### src/rtl/apb_uart_fifo.sv
// rtl/apb_uart_fifo.sv - APB UART with TX/RX FIFOs, parity, sticky errors and level IRQ

// Circular buffer with wrapping pointers and an occupancy count.
module apb_uart_fifo_buf #(
  parameter int WIDTH = 8,
  parameter int DEPTH = 16
) (
  input  logic             clk_i,
  input  logic             rst_i,
  input  logic             push_i,
  input  logic [WIDTH-1:0] data_i,
  input  logic             pop_i,
  output logic [WIDTH-1:0] data_o,
  output logic             full_o,
  output logic             empty_o
);
  localparam int AW = $clog2(DEPTH);
  localparam int CW = AW + 1;

  logic [WIDTH-1:0] mem_q [DEPTH];
  logic [AW-1:0]    wr_q, rd_q;
  logic [CW-1:0]    count_q;
  logic             do_push, do_pop;

  assign full_o  = (count_q == CW'(DEPTH));
  assign empty_o = (count_q == '0);
  // A push into a full buffer is accepted only when the same edge frees a slot.
  assign do_pop  = pop_i & ~empty_o;
  assign do_push = push_i & (~full_o | do_pop);
  assign data_o  = mem_q[rd_q];

  // Storage array, no reset needed since the count gates every read.
  always_ff @(posedge clk_i) begin
    if (do_push) mem_q[wr_q] <= data_i;
  end

  // Pointer and occupancy bookkeeping.
  always_ff @(posedge clk_i) begin
    if (rst_i) begin
      wr_q    <= '0;
      rd_q    <= '0;
      count_q <= '0;
    end else begin
      if (do_push) wr_q <= wr_q + AW'(1);
      if (do_pop)  rd_q <= rd_q + AW'(1);
      case ({do_push, do_pop})
        2'b10:   count_q <= count_q + CW'(1);
        2'b01:   count_q <= count_q - CW'(1);
        default: count_q <= count_q;
      endcase
    end
  end
endmodule

module apb_uart_fifo #(
  parameter int          DATA_WIDTH = 32,
  parameter int          ADDR_WIDTH = 8,
  parameter int          FIFO_DEPTH = 16,
  parameter logic [15:0] DIV_RESET  = 16'd867
) (
  input  logic                  PCLK,
  input  logic                  PRESET,
  input  logic                  PSELx,
  input  logic                  PENABLE,
  input  logic                  PWRITE,
  input  logic [ADDR_WIDTH-1:0] PADDR,
  input  logic [DATA_WIDTH-1:0] PWDATA,
  input  logic                  RX,
  output logic [DATA_WIDTH-1:0] PRDATA,
  output logic                  PREADY,
  output logic                  PSLVERR,
  output logic                  Tx,
  output logic                  IRQ
);
  typedef enum logic [2:0] {S_IDLE, S_START, S_DATA, S_PARITY, S_STOP} state_t;

  localparam logic [4:0] A_TXDATA = 5'h00;
  localparam logic [4:0] A_RXDATA = 5'h04;
  localparam logic [4:0] A_STATUS = 5'h08;
  localparam logic [4:0] A_CTRL   = 5'h0C;
  localparam logic [4:0] A_BAUD   = 5'h10;

  // Register file
  logic [6:0]  ctrl_q;
  logic [15:0] baud_q;
  logic        overrun_q, parity_err_q, frame_err_q;
  logic        irq_q, irq_d;

  // FIFO interface
  logic       tx_full, tx_empty, tx_pop, tx_push;
  logic       rx_full, rx_empty, rx_pop;
  logic [7:0] tx_head, rx_head;

  // APB decode
  logic                  acc, wr_acc, rd_acc, apb_err;
  logic [4:0]            addr;
  logic [DATA_WIDTH-1:0] rdata;
  logic                  status_w, ctrl_w, baud_w;
  logic [6:0]            status;

  // TX engine
  state_t      tx_state_q;
  logic [15:0] tx_cnt_q, tx_div_q;
  logic [2:0]  tx_bit_q;
  logic [7:0]  tx_sh_q;
  logic        tx_par_en_q, tx_par_bit_q, tx_q;
  logic        tx_tick;

  // RX engine
  logic        rx_s1_q, rx_s2_q, rx_s3_q, rx_fall;
  state_t      rx_state_q;
  logic [15:0] rx_cnt_q, rx_div_q;
  logic [2:0]  rx_bit_q;
  logic [7:0]  rx_sh_q, rx_byte_q;
  logic        rx_par_en_q, rx_par_odd_q;
  logic        rx_push_q, rx_perr_q, rx_ferr_q, rx_ovr;
  logic        rx_tick;

  logic unused_bits;
  assign unused_bits = ^{PADDR[ADDR_WIDTH-1:5], PWDATA[DATA_WIDTH-1:16]};

  assign acc    = PSELx & PENABLE;
  assign wr_acc = acc & PWRITE;
  assign rd_acc = acc & ~PWRITE;
  assign addr   = PADDR[4:0];
  assign PREADY = 1'b1;

  assign status = {frame_err_q, parity_err_q, overrun_q, rx_empty, rx_full, tx_empty, tx_full};

  // Classify the current access; an erroring access has no side-effect.
  always_comb begin
    apb_err = 1'b0;
    if (acc) begin
      case (addr)
        A_TXDATA: apb_err = ~PWRITE | tx_full;
        A_RXDATA: apb_err = PWRITE | rx_empty;
        A_STATUS, A_CTRL, A_BAUD: apb_err = 1'b0;
        default:  apb_err = 1'b1;
      endcase
    end
  end

  assign tx_push  = wr_acc & (addr == A_TXDATA) & ~apb_err;
  assign rx_pop   = rd_acc & (addr == A_RXDATA) & ~apb_err;
  assign status_w = wr_acc & (addr == A_STATUS);
  assign ctrl_w   = wr_acc & (addr == A_CTRL);
  assign baud_w   = wr_acc & (addr == A_BAUD);

  // Read mux: zero outside a successful read access.
  always_comb begin
    rdata = '0;
    if (rd_acc & ~apb_err) begin
      case (addr)
        A_RXDATA: rdata[7:0]  = rx_head;
        A_STATUS: rdata[6:0]  = status;
        A_CTRL:   rdata[6:0]  = ctrl_q;
        A_BAUD:   rdata[15:0] = baud_q;
        default:  rdata = '0;
      endcase
    end
  end

  assign PRDATA  = PRESET ? '0 : rdata;
  assign PSLVERR = apb_err & ~PRESET;

  apb_uart_fifo_buf #(.WIDTH(8), .DEPTH(FIFO_DEPTH)) u_tx_fifo (
    .clk_i   (PCLK),
    .rst_i   (PRESET),
    .push_i  (tx_push),
    .data_i  (PWDATA[7:0]),
    .pop_i   (tx_pop),
    .data_o  (tx_head),
    .full_o  (tx_full),
    .empty_o (tx_empty)
  );

  // A byte arriving at a full RX FIFO is lost unless software reads on the same edge.
  assign rx_ovr = rx_push_q & rx_full & ~rx_pop;

  apb_uart_fifo_buf #(.WIDTH(8), .DEPTH(FIFO_DEPTH)) u_rx_fifo (
    .clk_i   (PCLK),
    .rst_i   (PRESET),
    .push_i  (rx_push_q),
    .data_i  (rx_byte_q),
    .pop_i   (rx_pop),
    .data_o  (rx_head),
    .full_o  (rx_full),
    .empty_o (rx_empty)
  );

  // Control registers and sticky error flags; a hardware set beats a W1C.
  always_ff @(posedge PCLK) begin
    if (PRESET) begin
      ctrl_q       <= '0;
      baud_q       <= DIV_RESET;
      overrun_q    <= 1'b0;
      parity_err_q <= 1'b0;
      frame_err_q  <= 1'b0;
    end else begin
      if (ctrl_w) ctrl_q <= PWDATA[6:0];
      if (baud_w) baud_q <= PWDATA[15:0];
      overrun_q    <= rx_ovr    | (overrun_q    & ~(status_w & PWDATA[4]));
      parity_err_q <= rx_perr_q | (parity_err_q & ~(status_w & PWDATA[5]));
      frame_err_q  <= rx_ferr_q | (frame_err_q  & ~(status_w & PWDATA[6]));
    end
  end

  assign irq_d = (ctrl_q[4] & ~rx_empty) | (ctrl_q[5] & tx_empty) |
                 (ctrl_q[6] & (overrun_q | parity_err_q | frame_err_q));

  // Interrupt output is registered, one cycle behind its cause.
  always_ff @(posedge PCLK) begin
    if (PRESET) irq_q <= 1'b0;
    else        irq_q <= irq_d;
  end
  assign IRQ = irq_q;

  // The TX engine takes the FIFO head only while idle; tx_en gates new frames only.
  assign tx_pop  = (tx_state_q == S_IDLE) & ctrl_q[0] & ~tx_empty;
  assign tx_tick = (tx_cnt_q == tx_div_q);

  // TX frame sequencer with a registered serial output.
  always_ff @(posedge PCLK) begin
    if (PRESET) begin
      tx_state_q   <= S_IDLE;
      tx_cnt_q     <= '0;
      tx_div_q     <= '0;
      tx_bit_q     <= '0;
      tx_sh_q      <= '0;
      tx_par_en_q  <= 1'b0;
      tx_par_bit_q <= 1'b0;
      tx_q         <= 1'b1;
    end else begin
      case (tx_state_q)
        S_IDLE: begin
          tx_q <= 1'b1;
          if (tx_pop) begin
            tx_state_q   <= S_START;
            tx_q         <= 1'b0;
            tx_sh_q      <= tx_head;
            tx_div_q     <= baud_q;
            tx_cnt_q     <= '0;
            tx_par_en_q  <= ctrl_q[2];
            tx_par_bit_q <= (^tx_head) ^ ctrl_q[3];
          end
        end
        S_START: begin
          if (tx_tick) begin
            tx_cnt_q   <= '0;
            tx_bit_q   <= '0;
            tx_q       <= tx_sh_q[0];
            tx_state_q <= S_DATA;
          end else begin
            tx_cnt_q <= tx_cnt_q + 16'd1;
          end
        end
        S_DATA: begin
          if (tx_tick) begin
            tx_cnt_q <= '0;
            if (tx_bit_q == 3'd7) begin
              if (tx_par_en_q) begin
                tx_state_q <= S_PARITY;
                tx_q       <= tx_par_bit_q;
              end else begin
                tx_state_q <= S_STOP;
                tx_q       <= 1'b1;
              end
            end else begin
              tx_bit_q <= tx_bit_q + 3'd1;
              tx_q     <= tx_sh_q[1];
              tx_sh_q  <= {1'b0, tx_sh_q[7:1]};
            end
          end else begin
            tx_cnt_q <= tx_cnt_q + 16'd1;
          end
        end
        S_PARITY: begin
          if (tx_tick) begin
            tx_cnt_q   <= '0;
            tx_state_q <= S_STOP;
            tx_q       <= 1'b1;
          end else begin
            tx_cnt_q <= tx_cnt_q + 16'd1;
          end
        end
        S_STOP: begin
          if (tx_tick) begin
            tx_cnt_q   <= '0;
            tx_state_q <= S_IDLE;
          end else begin
            tx_cnt_q <= tx_cnt_q + 16'd1;
          end
        end
        default: begin
          tx_state_q <= S_IDLE;
          tx_q       <= 1'b1;
        end
      endcase
    end
  end
  assign Tx = tx_q;

  // Two-flop synchronizer plus one history flop for edge detection.
  always_ff @(posedge PCLK) begin
    if (PRESET) begin
      rx_s1_q <= 1'b1;
      rx_s2_q <= 1'b1;
      rx_s3_q <= 1'b1;
    end else begin
      rx_s1_q <= RX;
      rx_s2_q <= rx_s1_q;
      rx_s3_q <= rx_s2_q;
    end
  end

  assign rx_fall = rx_s3_q & ~rx_s2_q;
  assign rx_tick = (rx_cnt_q == rx_div_q);

  // RX frame sequencer; push/error strobes are registered one-cycle pulses.
  always_ff @(posedge PCLK) begin
    if (PRESET) begin
      rx_state_q   <= S_IDLE;
      rx_cnt_q     <= '0;
      rx_div_q     <= '0;
      rx_bit_q     <= '0;
      rx_sh_q      <= '0;
      rx_byte_q    <= '0;
      rx_par_en_q  <= 1'b0;
      rx_par_odd_q <= 1'b0;
      rx_push_q    <= 1'b0;
      rx_perr_q    <= 1'b0;
      rx_ferr_q    <= 1'b0;
    end else begin
      rx_push_q <= 1'b0;
      rx_perr_q <= 1'b0;
      rx_ferr_q <= 1'b0;
      case (rx_state_q)
        S_IDLE: begin
          if (ctrl_q[1] & rx_fall) begin
            rx_state_q   <= S_START;
            rx_cnt_q     <= '0;
            rx_div_q     <= baud_q;
            rx_par_en_q  <= ctrl_q[2];
            rx_par_odd_q <= ctrl_q[3];
          end
        end
        S_START: begin
          // Half a bit period after the edge: confirm a real start bit.
          if (rx_cnt_q == (rx_div_q >> 1)) begin
            rx_cnt_q <= '0;
            rx_bit_q <= '0;
            if (rx_s2_q) rx_state_q <= S_IDLE;
            else         rx_state_q <= S_DATA;
          end else begin
            rx_cnt_q <= rx_cnt_q + 16'd1;
          end
        end
        S_DATA: begin
          if (rx_tick) begin
            rx_cnt_q <= '0;
            rx_sh_q  <= {rx_s2_q, rx_sh_q[7:1]};
            if (rx_bit_q == 3'd7) begin
              rx_state_q <= rx_par_en_q ? S_PARITY : S_STOP;
            end else begin
              rx_bit_q <= rx_bit_q + 3'd1;
            end
          end else begin
            rx_cnt_q <= rx_cnt_q + 16'd1;
          end
        end
        S_PARITY: begin
          if (rx_tick) begin
            rx_cnt_q   <= '0;
            rx_perr_q  <= rx_s2_q ^ (^rx_sh_q) ^ rx_par_odd_q;
            rx_state_q <= S_STOP;
          end else begin
            rx_cnt_q <= rx_cnt_q + 16'd1;
          end
        end
        S_STOP: begin
          if (rx_tick) begin
            rx_cnt_q   <= '0;
            rx_state_q <= S_IDLE;
            if (rx_s2_q) begin
              rx_push_q <= 1'b1;
              rx_byte_q <= rx_sh_q;
            end else begin
              rx_ferr_q <= 1'b1;
            end
          end else begin
            rx_cnt_q <= rx_cnt_q + 16'd1;
          end
        end
        default: rx_state_q <= S_IDLE;
      endcase
    end
  end
endmodule

### config.mk
export PLATFORM = sky130hd
export DESIGN_NAME = apb_uart_fifo
export DESIGN_NICKNAME = d
export VERILOG_FILES = /design/src/rtl/apb_uart_fifo.sv
export SDC_FILE = /design/constraint.sdc
export NUM_CORES = 1
export LEC_CHECK = 0
export ABC_AREA = 1
export CORE_MARGIN = 4
export CORE_UTILIZATION = 55
export DETAILED_ROUTE_END_ITERATION = 8
export GPL_ROUTABILITY_DRIVEN = 0
export PLACE_DENSITY = 0.76
export SLEW_MARGIN = 0
export SYNTH_ARGS = -nofsm -noshare
export SYNTH_HDL_FRONTEND = slang
export SYNTH_SLANG_ARGS = --single-unit
### constraint.sdc
create_clock -name PCLK -period 4.39 [get_ports PCLK]
set_input_delay 1.0975 -clock PCLK [delete_from_list [all_inputs] [get_ports PCLK]]
set_output_delay 1.0975 -clock PCLK [all_outputs]
set_load 0.02 [all_outputs]
==> impl_metrics.py, run 1 <==
metrics = {
    "floorplan": {
        "fp.dieH_um": 194,
        "die_x_um": 194,
        "die_area_um2": 37500,
        "boundaryPins": 82,
        "core_area_um2": 33800,
        "rows": 67,
        "initial_core_util_pct": 56.2,
    },
    "cts": {
        "clkSinkCount": 428,
        "h-tree-depth": 2,
        "cts_made_buffers": 41,
        "cts_setup_buffers": 0,
        "clock_path_buffers": 3,
        "root_buffer": "clkbuf_16",
        "clkTransAtPathRegs_ns": 0.06,
        "cts_tree": "done",
        "insertion_delay_ns": 0.56,
    },
    "logic_synthesis": {
        "yosysWarnings": 0,
        "synth.avg_cell_area_um2": 9.44,
        "synth_cell_types": 57,
        "ys_seq_area_share_pct": 58.6,
        "synth_top_cell_by_area": "edfxtp_1",
        "synth_seq_cells": 428,
        "synthCells": 2010,
        "syn-cell-area_um2": 19000,
        "synth_edf_count": 256,
        "post-synth-top-area-fraction_pct": 40.5,
        "ys.flop_type": "edfxtp_1",
        "ys_async_sr_fraction_pct": 0,
        "synthTopCellsByArea": "edfxtp_1 (41%), dfxtp_1 (18%), nor2_1 (6.0%)",
    },
    "detailed_routing": {
        "routed_via_density": 5.72,
        "wire_per_inst_um": 17.8,
        "drtPass1Iterations": 6,
        "ant_nets": 0,
        "drt_iter0_drc": 1334,
        "vias": 14600,
        "routed_wl_um": 45500,
        "drc_errors": 0,
    },
    "global_routing": {
        "grt_pass1_wl_um": 73000,
        "grt_use_total_pct": 23.5,
        "gr-total-overflow": 0,
        "antenna_found_initial": 0,
        "grt_max_degree": 118,
        "grt_pass1_vias": 14100,
    },
    "power": {
        "power_frac_seq_pct": 51.3,
        "p_int_mw": 6.56,
        "p_leak_nw": 8.13,
        "powerDensity_nw_per_um2": 393,
        "ir_drop_uv": 383,
        "netSwitchingFraction_pct": 22.0,
        "power_mw": 8.41,
        "power_frac_clock_pct": 43.3,
        "pwr-share-comb_pct": 5.4,
        "p_sw_mw": 1.85,
    },
    "layout": {
        "areaGrowthSynthToFinish_pct": 12.7,
        "final_common_cell": "nor2_1",
        "layout.cells.non_filler": 2554,
        "mostFrequentLayoutCells": "nor2_1 (302), nand2_1 (300), edfxtp_1 (256), o21ai_0 (198), dfxtp_1 (170)",
        "antenna_cells": 0,
        "final_nets": 2140,
        "drive_gt1_share_pct": 9.69,
    },
    "worst_setup_path": {
        "arrival_ns": 3.11,
        "cp_max_fo": 8,
        "critical_path_class": "input pin to output pin",
        "worst_setup_path_end_kind": "output pin",
        "worstSetupStartpointType": "input pin",
        "required_ns": 3.29,
    },
    "sta": {
        "maxSlewViolCount": 0,
        "fmaxAchievable_ghz": 0.238,
        "fin_crit_ns": 4.21,
        "tightest_slew_ns": 1.06,
        "fin_skew_ns": 0.0204,
        "rsz0062_at_grt": "false",
        "fin_crit_sh_pct": 95.9,
        "setup_viol": 0,
        "relSlewSlack_pct": 29.2,
        "finalHoldViolations": 0,
    },
    "run_status": {
        "status": "finished clean",
    },
    "place": {
        "placed_cells": 2478,
        "port_buffers": 45,
        "hpwl_um": 29300,
    },
    "worst_hold_path": {
        "hold_class": "flip-flop to flip-flop",
    },
    "run": {
        "drv_cap": 0,
    },
}
## cells by family after synthesis
| group | after synthesis | synth area share, % |
|---|---|---|
| other cells | 2 | 0.0396 |
| buf+inv | 271 | 6.11 |
| simple gates | 829 | 19.4 |
| compound gates | 412 | 12.2 |
| xor+xnor | 47 | 2.21 |
| flops | 428 | 58.6 |
| fa+ha+maj | 21 | 1.38 |
## metrics by stage
| stage | setup WS [ns] | setup TNS [ns] | util (%) | hold WS (ns) | area (um2) |
|---|---|---|---|---|---|
| 3_3_place_gp | -0.141 | -0.715 | 59.2 | 0.397 | 20000 |
| 5_1_grt | 0.0632 | 0 | 63.3 | 0.435 | 21400 |
| 3_5_place_dp | -0.151 | -0.793 | 59.2 | 0.399 | 20000 |
| 2_1_floorplan | 0.752 | 0 | - | 0.389 | 19000 |
| 6_report | 0.181 | 0 | 63.3 | 0.419 | 21400 |
| 4_1_cts | 0.0139 | 0 | 63.3 | 0.418 | 21400 |
## area by class of cell
class / count / area (um2)
flip-flops and latches: 428 / 11100
clock inverters: 23 / 289
repair buffers: 102 / 891
well taps: 448 / 561
multi-input cells: 1326 / 6760
clock buffers: 53 / 1100
fillers: 2662 / 12400
inverters: 174 / 663
## worst paths after layout
kind	from	to	slack (ns)	cells after the start
setup reg to reg	u_rx_fifo.count_q[0]$_SDFFE_PP0P_	u_tx_fifo.count_q[4]$_SDFFE_PP0P_	1.47	17
hold / removal	rx_s1_q$_SDFF_PP1_	rx_s2_q$_SDFF_PP1_	0.42	1
setup / recovery	PADDR[3]	PRDATA[3]	0.18	8
hold reg to reg	rx_s1_q$_SDFF_PP1_	rx_s2_q$_SDFF_PP1_	0.42	1
## critical path, stage by stage
cell and delay [ns]:
clkdlybuf4s50_1 0.58, buf_4 0.16, nand2_1 0.06, nor4_1 0.19, buf_4 0.21, nand4_1 0.09
a41oi_1 0.32, dlygate4sd2_1 0.40
## registers in the layout, summed over array words and instances (netlist names), 16 cells and up, named ones only
| register | count |
|---|---|
| rx_cnt_q | 16 |
| tx_div_q | 16 |
| rx_div_q | 16 |
| u_tx_fifo.mem_q | 128 |
| baud_q | 16 |
| tx_cnt_q | 16 |
| u_rx_fifo.mem_q | 128 |
## power groups by stage
stage / Sequential, mW / Clock (mW) / Combinational [mW]
2_1_floorplan: 4.39 / 0 / 0.314
3_3_place_gp: 4.40 / 0 / 0.426
3_5_place_dp: 4.40 / 0 / 0.445
4_1_cts: 4.31 / 3.67 / 0.448
5_1_grt: 4.32 / 3.86 / 0.500
6_report: 4.31 / 3.64 / 0.451
## synth_stat cells, types with 3 or more instances
master,n
clkbuf_1,49
a41oi_1,8
nand4_1,29
a211oi_1,3
nand2_1,300
nand2_2,4
inv_1,153
o211ai_1,19
o22ai_1,11
nand3_1,113
nand2_4,10
o21ai_0,198
or2_2,7
dfxtp_1,172
buf_2,17
xnor2_1,29
a31oi_1,5
and3_1,7
ha_1,21
xor2_1,17
nor3_2,3
inv_2,15
edfxtp_1,256
nor2_2,15
buf_4,23
nor2_1,302
buf_6,3
nand3_2,3
o21ai_1,24
a32o_1,5
nor3_1,19
a21oi_1,106
buf_1,3
o221ai_1,24
clkinv_1,3
nor4_1,5
## per-layer routing
metal / share of wire, % / track usage, % / up-vias
met5: 0 / 0 / -
met4: 2.6 / 7.16 / 0
met3: 7.2 / 3.94 / 93
met2: 49 / 40.1 / 535
met1: 41 / 31.0 / 7014
li1: - / - / 6973
## what timing repair did
| action | 4_1_cts | 5_1_grt |
|---|---|---|
| endpoints found under the setup margin | 13 | 7 |
| gates resized for setup | 10 | 7 |
| hold buffers | 0 | 0 |
Note: power is estimated with default switching activity, not from simulation.
==> run 2, diff against run 1 <==
--- a/config.mk
+++ b/config.mk
@@ -6,11 +6,13 @@
 export NUM_CORES = 1
 export LEC_CHECK = 0
 export ABC_AREA = 1
+export CELL_PAD_IN_SITES_DETAIL_PLACEMENT = 2
+export CELL_PAD_IN_SITES_GLOBAL_PLACEMENT = 2
 export CORE_MARGIN = 4
-export CORE_UTILIZATION = 55
+export CORE_UTILIZATION = 42
 export DETAILED_ROUTE_END_ITERATION = 8
 export GPL_ROUTABILITY_DRIVEN = 0
-export PLACE_DENSITY = 0.76
+export PLACE_DENSITY = 0.88
 export SLEW_MARGIN = 0
 export SYNTH_ARGS = -nofsm -noshare
 export SYNTH_HDL_FRONTEND = slang
==> run 2 against run 1 <==
Largest power group unchanged. Sequential share of layout area shrank 0.75 points. Critical endpoint unchanged. Sequential power hardly changed. Critical path depth is 3 higher. Flip-flop and latch count unchanged. Highest routed layer is now met5. Largest cell class unchanged. Global-route usage up 8.4 points. Final area increased by 1.5%.
==> impl_metrics.py, run 2 (synthesized netlist as in run 1, its figures left out) <==
metrics = {
    "worst_setup_path": {
        "worstReg2RegEnd": "tx_par_bit_q$_SDFFE_PP0P_",
        "startpoint": "PADDR[2]",
        "cp_max_fo": 9,
        "critical_path_class": "input pin to output pin",
        "required_ns": 3.29,
        "crit_path_cell_trace": "clkdlybuf4s50_1, nor2_1, nand2_2, nor2_2, nand2_1, nand3_2, nand2_4, nand3_1, buf_4, a41oi_1, dlygate4sd2_1",
        "critPathMaxStageDelay_ns": 0.59,
        "r2r_slack_ns": 0.82,
        "worst_setup_path_end_kind": "output pin",
        "cp_slowest_cell": "clkdlybuf4s50_1",
        "reg2reg_depth": 15,
        "arrival_ns": 3.16,
        "worstSetupStartpointType": "input pin",
    },
    "power": {
        "ir_drop_uv": 294,
        "powerDensity_nw_per_um2": 405,
        "p_leak_nw": 8.15,
        "power_mw": 8.80,
    },
    "sta": {
        "setup_viol": 0,
        "fmaxAchievable_ghz": 0.235,
        "fin_crit_sh_pct": 96.9,
        "maxSlewViolCount": 0,
        "fin_skew_ns": 0.0275,
        "relSlewSlack_pct": 21.6,
        "final.setup.tns_ns": 0,
        "whs_ns": 0.432,
        "tightest_slew_ns": 1.17,
        "fin_crit_ns": 4.25,
        "finalHoldViolations": 0,
    },
    "cts": {
        "holdBufCountCts": 0,
        "clkTransAtPathRegs_ns": 0.06,
        "root_buffer": "clkbuf_16",
        "h-tree-depth": 2,
        "insertion_delay_ns": 0.62,
        "clkSinkCount": 428,
        "cts_made_buffers": 47,
        "cts_tree": "done",
        "clock_path_buffers": 3,
    },
    "detailed_routing": {
        "m1WireLength_um": 30100,
        "drt_iter0_drc": 1410,
        "ant_nets": 0,
        "top_layer": "met5",
        "wl_met3_um": 4250,
        "drc_errors": 0,
        "routed_via_density": 6.01,
        "met2_length_um": 40200,
        "wire_per_inst_um": 28.6,
        "routed_wl_um": 77800,
        "vias": 16400,
        "drtPass1Iterations": 5,
    },
    "floorplan": {
        "rows": 77,
        "core_area_um2": 44400,
        "boundaryPins": 82,
        "initial_core_util_pct": 42.7,
        "die_area_um2": 48700,
        "fp.dieH_um": 221,
        "die_x_um": 221,
    },
    "layout": {
        "drive_gt1_share_pct": 10.2,
        "postLayoutCellArea_um2": 21700,
        "top_regs": "u_rx_fifo.mem_q: 128 flops, u_tx_fifo.mem_q: 128 flops",
        "final_common_cell": "nor2_1",
        "mostFrequentLayoutCells": "nor2_1 (301), nand2_1 (300), edfxtp_1 (256), o21ai_0 (196), dfxtp_1 (170)",
        "num-fill-cells": 4577,
        "areaGrowthSynthToFinish_pct": 14.4,
        "final_core_util_pct": 48.9,
        "final_nets": 2157,
        "antenna_cells": 0,
    },
    "global_routing": {
        "gr-total-overflow": 0,
        "grt_max_degree": 87,
        "grt_pass1_vias": 18200,
        "grt_use_total_pct": 31.9,
        "grt_pass1_wl_um": 118000,
        "antenna_found_initial": 1,
    },
    "worst_hold_path": {
        "hold_class": "flip-flop to flip-flop",
        "holdPathEnd": "rx_s2_q$_SDFF_PP1_",
        "holdPathStages": 1,
        "min-delay-start": "rx_s1_q$_SDFF_PP1_",
    },
    "run_status": {
        "status": "finished clean",
    },
    "run": {
        "drv_cap": 0,
    },
    "place": {
        "hpwl_um": 44900,
        "port_buffers": 45,
        "place_area_um2": 20200,
    },
}
-- run 2: final cells by class --
type	count	area (um2)	share of cell area (%)
tap	592	741	3.41
clock inverter	24	169	0.778
inverter	174	672	3.09
timing repair buffer	113	962	4.43
clock buffer	64	1280	5.90
sequential	428	11100	51.3
multi-input combinational	1326	6750	31.1
-- run 2: stage by stage --
step / instances / setup WS [ns]
3_5_place_dp: 2632 / -0.0643
2_1_floorplan: 2025 / 0.752
4_1_cts: 2720 / 0.00457
5_1_grt: 2721 / -0.00141
3_3_place_gp: 2632 / -0.0280
6_report: 2721 / 0.135
-- run 2: what timing repair did --
| item | in CTS | in global routing |
|---|---|---|
| buffers inserted | 0 | 1 |
| gates resized for setup | 19 | 5 |
| pin swaps | 0 | 1 |
| setup endpoints to repair | 15 | 8 |
-- run 2: worst max-delay path by stage --
| stage | end | slack [ns] | cells after the start |
|---|---|---|---|
| 6_report | PRDATA[3] | 0.14 | 11 |
| 5_1_grt | PRDATA[11] | -0.001 | 12 |
| 4_1_cts | PRDATA[7] | 0.005 | 11 |
| 3_5_place_dp | PRDATA[0] | -0.06 | 12 |
| 3_3_place_gp | PRDATA[0] | -0.03 | 9 |
| 2_1_floorplan | PRDATA[0] | 0.75 | 5 |
-- run 2: worst max-delay path: cells and delay by family --
family,cells,cell delay [ns]
and+or+nand+nor,7,0.61
AOI/OAI and AO/OA,1,0.29
buffers and inverters,3,1.16
-- run 2: routing by layer --
metal | vias to the layer above | global-route usage (%)
met5 | - | 0
met4 | 2 | 12.5
met3 | 237 | 4.89
met2 | 711 | 57.9
met1 | 8388 | 38.0
li1 | 7019 | -
-- run 2: report_power, final --
part	internal, mW	leakage [nW]	switching, mW
Sequential	4.28	3.72	0.0513
Combinational	0.139	3.72	0.389
Clock	2.12	0.704	1.82
Total	6.54	8.15	2.26
==> run 3, diff against run 2 <==
--- a/config.mk
+++ b/config.mk
@@ -6,6 +6,7 @@
 export NUM_CORES = 1
 export LEC_CHECK = 0
 export ABC_AREA = 1
+export CAP_MARGIN = 20
 export CELL_PAD_IN_SITES_DETAIL_PLACEMENT = 2
 export CELL_PAD_IN_SITES_GLOBAL_PLACEMENT = 2
 export CORE_MARGIN = 4
==> results of run 3 <==
No change in the layout: final DEF, timing and power equal those of run 2.
==> RTL edit, RTL diff (config.mk and constraints of run 1) <==
Make the reset (`PRESET` and `rst_i`) asynchronous in 6 clocked blocks.
--- a/src/rtl/apb_uart_fifo.sv
+++ b/src/rtl/apb_uart_fifo.sv
@@ -35,7 +35,7 @@
   end
 
   // Pointer and occupancy bookkeeping.
-  always_ff @(posedge clk_i) begin
+  always_ff @(posedge clk_i or posedge rst_i) begin
     if (rst_i) begin
       wr_q    <= '0;
       rd_q    <= '0;
@@ -189,7 +189,7 @@
   );
 
   // Control registers and sticky error flags; a hardware set beats a W1C.
-  always_ff @(posedge PCLK) begin
+  always_ff @(posedge PCLK or posedge PRESET) begin
     if (PRESET) begin
       ctrl_q       <= '0;
       baud_q       <= DIV_RESET;
@@ -209,7 +209,7 @@
                  (ctrl_q[6] & (overrun_q | parity_err_q | frame_err_q));
 
   // Interrupt output is registered, one cycle behind its cause.
-  always_ff @(posedge PCLK) begin
+  always_ff @(posedge PCLK or posedge PRESET) begin
     if (PRESET) irq_q <= 1'b0;
     else        irq_q <= irq_d;
   end
@@ -220,7 +220,7 @@
   assign tx_tick = (tx_cnt_q == tx_div_q);
 
   // TX frame sequencer with a registered serial output.
-  always_ff @(posedge PCLK) begin
+  always_ff @(posedge PCLK or posedge PRESET) begin
     if (PRESET) begin
       tx_state_q   <= S_IDLE;
       tx_cnt_q     <= '0;
@@ -301,7 +301,7 @@
   assign Tx = tx_q;
 
   // Two-flop synchronizer plus one history flop for edge detection.
-  always_ff @(posedge PCLK) begin
+  always_ff @(posedge PCLK or posedge PRESET) begin
     if (PRESET) begin
       rx_s1_q <= 1'b1;
       rx_s2_q <= 1'b1;
@@ -317,7 +317,7 @@
   assign rx_tick = (rx_cnt_q == rx_div_q);
 
   // RX frame sequencer; push/error strobes are registered one-cycle pulses.
-  always_ff @(posedge PCLK) begin
+  always_ff @(posedge PCLK or posedge PRESET) begin
     if (PRESET) begin
       rx_state_q   <= S_IDLE;
       rx_cnt_q     <= '0;
Check against the original RTL: differs if PRESET is asserted again (counterexample within 4 cycles, from zero or initial values and one cycle with PRESET high); with PRESET held inactive, the same outputs for 4 cycles.
==> RTL edit against run 1 <==
- hold slack worse by 64 ps
- cell area grew 2.0%
- worst setup slack worse by 38 ps
- routed wire length down 3.5%
- register-to-register slack worse by 290 ps
- sequential cell count decreased by 8
- global-route usage down 0.55 points
- area after synthesis grew 1.4%
- clock skew up 5.8 ps
Power is not compared: it rests on default switching activity, and its combinational part moved more than twofold at a synthesized area within 25%.
==> RTL edit: results (changes against run 1) <==
[routing]
met1_length_mm=18.7  ; about the same
wl_met3_mm=2.61  ; was 3.30 mm
first_iter_violations=1448  ; was 1,334
drtPass1Iterations=7  ; was 6
via_per_inst=5.50  ; was 5.72
wl_per_cell_um=17.3  ; was 17.8 um
dr_wl_met2_mm=21.4  ; was 22.3 mm

[timing]
tightest_slew_ps=886  ; was 1060 ps
finalClockSkew_ps=26.1  ; was 20.4 ps

[synth]
synth_compound_area_share_pct=8.28  ; was 12.2%
synthAdderAreaFrac_pct=1.37  ; was 1.38%
synth.distinct_cells=55  ; was 57
yosysSeqAreaShare_pct=61.3  ; was 58.6%
synthMuxAreaShare_pct=0.416  ; was 0%
async_flop_share_pct=39.0  ; was 0%
synth.area.top_cells=edfxtp_1 40%, dfrtp_1 20%, nand2_1 9.1%  ; was edfxtp_1 41%, dfxtp_1 18%, nor2_1 6.0%
synth_xor_area_share_pct=2.37  ; was 2.21%
synth_ff_type=edfxtp_1  ; unchanged

[grt]
grt_pass1_wl_mm=70.9  ; was 73.0 mm
grtUsageTotal_pct=22.9  ; was 23.5%
gr-usage-met3_pct=3.17  ; was 3.94%
grt_pass1_vias=13600  ; was 14,100
grt_max_degree=165  ; was 118
globalRouteMet1Util_pct=31.7  ; was 31.0%

[setup_path]
critPathMaxFanout=9  ; was 8
critPathMaxStageDelay_ps=450  ; was 580 ps
reg2reg_depth=18  ; was 17
worstPathArrival_ps=3150  ; was 3110 ps

[worst_hold_path]
min_path_cells=0  ; was 1

[cells_and_area]
nets=2117  ; was 2,140
nFillCells=2733  ; was 2,662
layout-drive-gt1-share_pct=9.21  ; was 9.69%

[placed_design]
post-place-ws_ps=-226  ; was -151 ps
dp_hpwl_mm=29.4  ; was 29.3 mm

[pwr]
p_total_mw=11.1

[outcome]
outcome=finished, final reports clean  ; unchanged

==> RTL edit: cell types whose count changed in the layout (fill, tap and decap cells not counted), sizes merged, moves of 33 or more <==
cell and delta:
nor2 -113, nand2 +164, inv +33, a21oi -59, dfxtp -172, dfrtp +154, o21ai -54
==> RTL edit: area by class of cell <==
cell class / instances / area [um2] / area share [%]
repair buffers: 107 / 932 / 4.27
clock buffers: 62 / 1220 / 5.59
inverters: 207 / 786 / 3.60
multi-input cells: 1270 / 6270 / 28.7
well taps: 455 / 569 / 2.61
flip-flops and latches: 420 / 11800 / 54.1
clock inverters: 19 / 236 / 1.08
==> RTL edit: final timing paths <==
path,from,end,slack (ps)
setup / recovery,PADDR[1],PRDATA[11],140
hold / removal,rx_s1_q$_DFF_PP1_,rx_s2_q$_DFF_PP1_,350
hold reg to reg,rx_s1_q$_DFF_PP1_,rx_s2_q$_DFF_PP1_,350
setup reg to reg,u_tx_fifo.count_q[0]$_DFFE_PP0P_,u_tx_fifo.count_q[4]$_DFFE_PP0P_,1180
min in group asynchronous,PRESET,u_rx_fifo.rd_q[3]$_DFFE_PP0N_,1220
max in group asynchronous,PRESET,u_tx_fifo.wr_q[1]$_DFFE_PP0P_,2490
==> RTL edit: worst max-delay path: cells and delay by family <==
family | cells | cell delay (ps)
buf+inv | 4 | 1120
simple gates | 5 | 760
compound gates | 1 | 170
==> RTL edit: through the flow <==
step	instances	setup TNS, ps	instance area (um2)	utilization [%]
detailed placement	2459	-1670	20400	58.9
CTS	2540	0	21800	63.1
global route	2540	0	21800	63.2
floorplan	1979	-16860	19300	-
finish	2540	0	21800	63.2
global placement	2459	-995	20400	58.9
==> RTL edit: what timing repair did <==
item,4_1_cts,5_1_grt
hold buffers,0,0
setup endpoints to repair,16,3
resized for setup,15,3
